<file path="config.mk">
export PLATFORM = sky130hd
export DESIGN_NAME = t06_game_ctrl
export DESIGN_NICKNAME = d
export VERILOG_FILES = /design/src/rtl/t06_game_ctrl.sv
export SDC_FILE = /design/constraint.sdc
export NUM_CORES = 1
export LEC_CHECK = 0
export CAP_MARGIN = 15
export CORE_MARGIN = 2
export CORE_UTILIZATION = 30
export DETAILED_ROUTE_END_ITERATION = 6
export PLACE_DENSITY = 0.5
export SLEW_MARGIN = 20
export SYNTH_ARGS = -nofsm -noshare
export SYNTH_HDL_FRONTEND = slang
export SYNTH_SLANG_ARGS = --single-unit
</file>
<file path="constraint.sdc">
create_clock -name system_clk -period 1.6 [get_ports system_clk]
set_input_delay 0.48 -clock system_clk [delete_from_list [all_inputs] [get_ports system_clk]]
set_output_delay 0.48 -clock system_clk [all_outputs]
set_load 0.05 [all_outputs]
</file>
<file path="src/rtl/t06_game_ctrl.sv">
`default_nettype none
// ============================================================================
//  Module      : t06_game_ctrl
//  Description : Snake game state controller. Converts start/speed buttons
//                and body-logic events into game_state / game_speed codes,
//                and keeps score and win/lose flags for the display.
//  Revision    : 1.0 - initial release
// ============================================================================
module t06_game_ctrl #(
    parameter int MAX_SCORE = 50
) (
    input  logic       system_clk,
    input  logic       reset,
    input  logic       button_start,
    input  logic       button_speed,
    input  logic       apple_eaten,
    input  logic       collision,
    output logic [1:0] game_state,
    output logic [1:0] game_speed,
    output logic [7:0] score,
    output logic       win,
    output logic       lose
);

    // Internal FSM state encoding
    localparam logic [1:0] c_st_idle  = 2'd0;
    localparam logic [1:0] c_st_run   = 2'd1;
    localparam logic [1:0] c_st_pause = 2'd2;
    localparam logic [1:0] c_st_over  = 2'd3;

    // Externally visible game_state codes
    localparam logic [1:0] c_gs_run  = 2'b00;
    localparam logic [1:0] c_gs_hold = 2'b01;
    localparam logic [1:0] c_gs_over = 2'b10;

    localparam logic [7:0] c_max_score = 8'(MAX_SCORE);

    // Button path, bit 0 = start, bit 1 = speed
    logic [1:0] w_buttons;
    logic [1:0] r_meta;
    logic [1:0] r_sync;
    logic [1:0] r_prev;
    logic [1:0] r_vld;    // shifts in ones after reset until r_sync holds a real sample
    logic [1:0] r_armed;  // set once a released button has been seen
    logic [1:0] w_pulse;
    logic       w_start;
    logic       w_speed;

    // Registered game state
    logic [1:0] r_state;
    logic [1:0] r_game_state;
    logic [1:0] r_speed;
    logic [7:0] r_score;
    logic       r_win;
    logic       r_lose;

    // Next-state values
    logic [1:0] w_state_nxt;
    logic [1:0] w_game_state_nxt;
    logic [1:0] w_speed_nxt;
    logic [7:0] w_score_nxt;
    logic       w_win_nxt;
    logic       w_lose_nxt;
    logic [7:0] w_score_inc;

    assign w_buttons   = {button_speed, button_start};
    // A button that was already held through reset must be released before
    // it can produce a pulse, so edges only count once the button is armed.
    assign w_pulse     = r_sync & ~r_prev & r_armed;
    assign w_start     = w_pulse[0];
    assign w_speed     = w_pulse[1];
    assign w_score_inc = r_score + 8'd1;

    // Synchronize raw buttons, remember previous value, and arm on release
    always_ff @(posedge system_clk) begin
        if (reset) begin
            r_meta  <= 2'b00;
            r_sync  <= 2'b00;
            r_prev  <= 2'b00;
            r_vld   <= 2'b00;
            r_armed <= 2'b00;
        end else begin
            r_meta  <= w_buttons;
            r_sync  <= r_meta;
            r_prev  <= r_sync;
            r_vld   <= {r_vld[0], 1'b1};
            r_armed <= r_armed | ({2{r_vld[1]}} & ~r_sync);
        end
    end

    // Next-state, speed, score and flag decisions
    always_comb begin
        w_state_nxt = r_state;
        w_speed_nxt = r_speed;
        w_score_nxt = r_score;
        w_win_nxt   = r_win;
        w_lose_nxt  = r_lose;
        case (r_state)
            c_st_idle: begin
                if (w_start) begin
                    w_state_nxt = c_st_run;
                    w_score_nxt = 8'd0;
                end else if (w_speed) begin
                    case (r_speed)
                        2'b00:   w_speed_nxt = 2'b01;
                        2'b01:   w_speed_nxt = 2'b10;
                        default: w_speed_nxt = 2'b00;
                    endcase
                end
            end
            c_st_run: begin
                // Collision beats apple; either event swallows a start press
                if (collision) begin
                    w_state_nxt = c_st_over;
                    w_lose_nxt  = 1'b1;
                end else if (apple_eaten) begin
                    w_score_nxt = w_score_inc;
                    if (w_score_inc == c_max_score) begin
                        w_state_nxt = c_st_over;
                        w_win_nxt   = 1'b1;
                    end
                end else if (w_start) begin
                    w_state_nxt = c_st_pause;
                end
            end
            c_st_pause: begin
                if (w_start) begin
                    w_state_nxt = c_st_run;
                end
            end
            c_st_over: begin
                if (w_start) begin
                    w_state_nxt = c_st_idle;
                    w_score_nxt = 8'd0;
                    w_win_nxt   = 1'b0;
                    w_lose_nxt  = 1'b0;
                end
            end
            default: begin
                w_state_nxt = c_st_idle;
            end
        endcase

        case (w_state_nxt)
            c_st_run:  w_game_state_nxt = c_gs_run;
            c_st_over: w_game_state_nxt = c_gs_over;
            default:   w_game_state_nxt = c_gs_hold;
        endcase
    end

    // State and output registers
    always_ff @(posedge system_clk) begin
        if (reset) begin
            r_state      <= c_st_idle;
            r_game_state <= c_gs_hold;
            r_speed      <= 2'b00;
            r_score      <= 8'd0;
            r_win        <= 1'b0;
            r_lose       <= 1'b0;
        end else begin
            r_state      <= w_state_nxt;
            r_game_state <= w_game_state_nxt;
            r_speed      <= w_speed_nxt;
            r_score      <= w_score_nxt;
            r_win        <= w_win_nxt;
            r_lose       <= w_lose_nxt;
        end
    end

    assign game_state = r_game_state;
    assign game_speed = r_speed;
    assign score      = r_score;
    assign win        = r_win;
    assign lose       = r_lose;

endmodule
`default_nettype wire

</file>
==> results.md <==
* Hold_ws at 0.449 ns
* Placed Area at 1910 µm²
* Final Hold Fails at 0
* Maximum VDD drop at 0.453 mV
* Slew HR at 0.675
* Comb power frac at 0.313
* Violated checks: negative setup slack
* RSZ-0062 raised after global routing: true
* Worst Slack Setup Final at -0.118 ns
* GPL Wtd Cong at 0.876
* Cell area after synthesis at 1270 µm²
* Later-pin clock latency in the skew report at 0.27 ns
* Vias per inst at 4.90
* Root Buffer: clkbuf_8
* Leakage at between 0.8 and 0.9 nW
* Finished Layout Cells at 252
* Final period util at 1.07
* Post-synth top area share at 0.410
* FMAX at 582 MHz
* Minimum clock period at about 1.7 ns
* Std cell rows at 23
* Layout area overhead at 62.5%
* Commonest non-fill, non-tap cells in the layout: buf_4, nor2_1, dfxtp_1
* Total global-route track usage at 0.145
* CTS tree: yes
* Area leader, netlist: dfxtp_1
* Fillers at 393
* IO buf count at 19
* WS Path Type: flip-flop to flip-flop
* Die W at around 69 µm
* HPWL Detailed at roughly 2.5 mm
* Initial Utilization at 0.315
* Skew final at 0.00405 ns
* Global-route wire length before repair at approximately 5.7 mm
* Setup violations, final at 4
* Final net count at 215
* Synth unique cells at 41
* Layout cells sized above 1 at 0.436
* Worst Tran Pin Value at slightly below 0.5 ns
* Register area share after synthesis at 0.410
* Synth area leaders: dfxtp_1, ha_1, nor2_1
* Crit-path max FO at 4
* CTS H-tree depth at 1
* Inst Count DP at between 200 and 250
* Yosys warns at 0
* Status: finished, violations left
* Hold crit path type: flip-flop to flip-flop
* Die area at 4770 µm²
* Critical Path AT at 1.91 ns
* Setup TNS at -0.337 ns
* Reg clk slew, reported paths at around 0.09 ns
* Switching Share at 0.300
* Clock tree sinks at 26
* Post-route ant nets at 0
* Int Power at about 1.1 mW
* Core area at 4030 µm²
* Max clock buf depth at 2
* Drt initial violations at 114
* Vias in the first global route at 1287
* Crit. End Element: flip-flop
* Fin area at 2060 µm²
* Final wirelength at 3.32 mm
* CTS Hold Bufs at 0
* Max-Cap Viols at 0
* Clock share of power at 0.242
* Antenna violations before repair at 0
* Grt total ovfl at 0
* Required time worst endpoint at 1.80 ns
* FF-to-FF setup slack at -0.12 ns
* Vias at 1236
* P_sw at 0.476 mW
* Antenna diodes at 0
* Die span in y at slightly below 70 µm
* Syn_area_per_cell at 8.64 µm²
* Reg power frac at 0.445
* Cell count after synthesis at 147
* Yosys reg bits at 26
* Io pins at 20
* Most common cell after layout, fill and taps aside: buf_4
* Power density over cell area at 769 nW/µm²
* Final Max Tran Viols at 0
* DR WL/cell at around 13 µm
* Largest net degree at the start of global routing at 15
* First drt pass iteration count at 4
* CTS buffer count at 3
* Post-synth net total at ~160
* Drt drc at 0
* Startpoint Class: flip-flop
-- layout make-up --
class                   count  area [µm²]  area share
multi-input cells         105         753       0.365
clock buffers               4        45.0      0.0218
repair buffers             57         621       0.301
well taps                  50        62.6      0.0303
inverters                  10        37.5      0.0182
flip-flops and latches     26         544       0.264
-- worst paths after layout --
kind	start	to	depth (start not counted)
setup / recovery	score[1]	r_state[0]	6
setup reg to reg	score[1]	r_state[0]	6
hold reg to reg	r_meta[1]	r_sync[1]	1
hold / removal	r_meta[1]	r_sync[1]	1
-- Yosys cell counts, drive strengths merged --
| library cell | instances |
|---|---|
| dfxtp | 26 |
| nor2 | 20 |
| a21oi | 12 |
| o21ai | 11 |
| inv | 10 |
| nand2 | 8 |
| nor2b | 7 |
| ha | 6 |
| nand3 | 6 |
| a31oi | 4 |
| buf | 4 |
| or3 | 4 |
| nand4 | 3 |
| a21o | 2 |
| and3 | 2 |
| clkbuf | 2 |
| o22ai | 2 |
| o2bb2ai | 2 |
| a2111oi | 1 |
| a211oi | 1 |
| a221o | 1 |
| and3b | 1 |
| mux2i | 1 |
| nand3b | 1 |
| nor3 | 1 |
| o211ai | 1 |
| o21a | 1 |
| o311a | 1 |
| o31a | 1 |
| o32ai | 1 |
| or2 | 1 |
| or3b | 1 |
| or4 | 1 |
| xnor2 | 1 |
-- cell families (layout without fill, tap and decap cells) --
| family | count (synthesis) | after routing | synth area share |
|---|---|---|---|
| AND/OR/NAND/NOR | 56 | 56 | 0.234 |
| AO/OA/AOI/OAI | 41 | 41 | 0.221 |
| flip-flops | 26 | 26 | 0.410 |
| buffers and inverters | 16 | 71 | 0.0621 |
| adder cells (fa/ha/maj) | 6 | 6 | 0.0591 |
| XOR/XNOR | 1 | 1 | 0.00690 |
| multiplexers | 1 | 1 | 0.00788 |
-- sequential cells by signal (all words and copies together) (netlist names), 2 cells and up --
name and count:
r_vld 2, score 8, game_speed 2, r_armed 2, r_sync 2, game_state 2, r_prev 2, r_meta 2
r_state 2
-- critical path, stage by stage (launching register included) --
cell and delay (ns):
dfxtp_4 0.39, nand4_4 0.10, or3_4 0.35, a2111oi_4 0.38
nand2_2 0.13, buf_6 0.16, a21oi_4 0.14
-- power by group through the flow --
stage                     sequential (mW)  combinational (mW)  clock, mW
after floorplan                     0.765               0.180          0
after global placement              0.719               0.420          0
after detailed placement            0.719               0.428          0
after CTS                           0.706               0.490      0.401
after global routing                0.711               0.544      0.429
final                               0.706               0.497      0.384
-- per-layer routing --
metal	global-route usage	share of wire	vias to the layer above
met2	0.252	0.51	28
li1	-	-	628
met1	0.168	0.43	572
met3	0.0278	0.027	8
met5	0	0	-
met4	0.0719	0.024	0
-- repair_timing --
item	CTS	global route
gates resized for setup	13	10
setup endpoints to repair	12	11
gates cloned	0	0
pin swaps	5	3
buffers inserted	3	0
-- stage by stage --
step                      utilization  setup slack (ns)  power, mW
after floorplan                     -            -0.156      0.944
after CTS                       0.503           -0.0974       1.60
final                           0.512            -0.118       1.59
after detailed placement        0.474            -0.379       1.15
after global routing            0.512            -0.212       1.68
after global placement          0.474            -0.369       1.14
(Power assumes the default switching activity.)
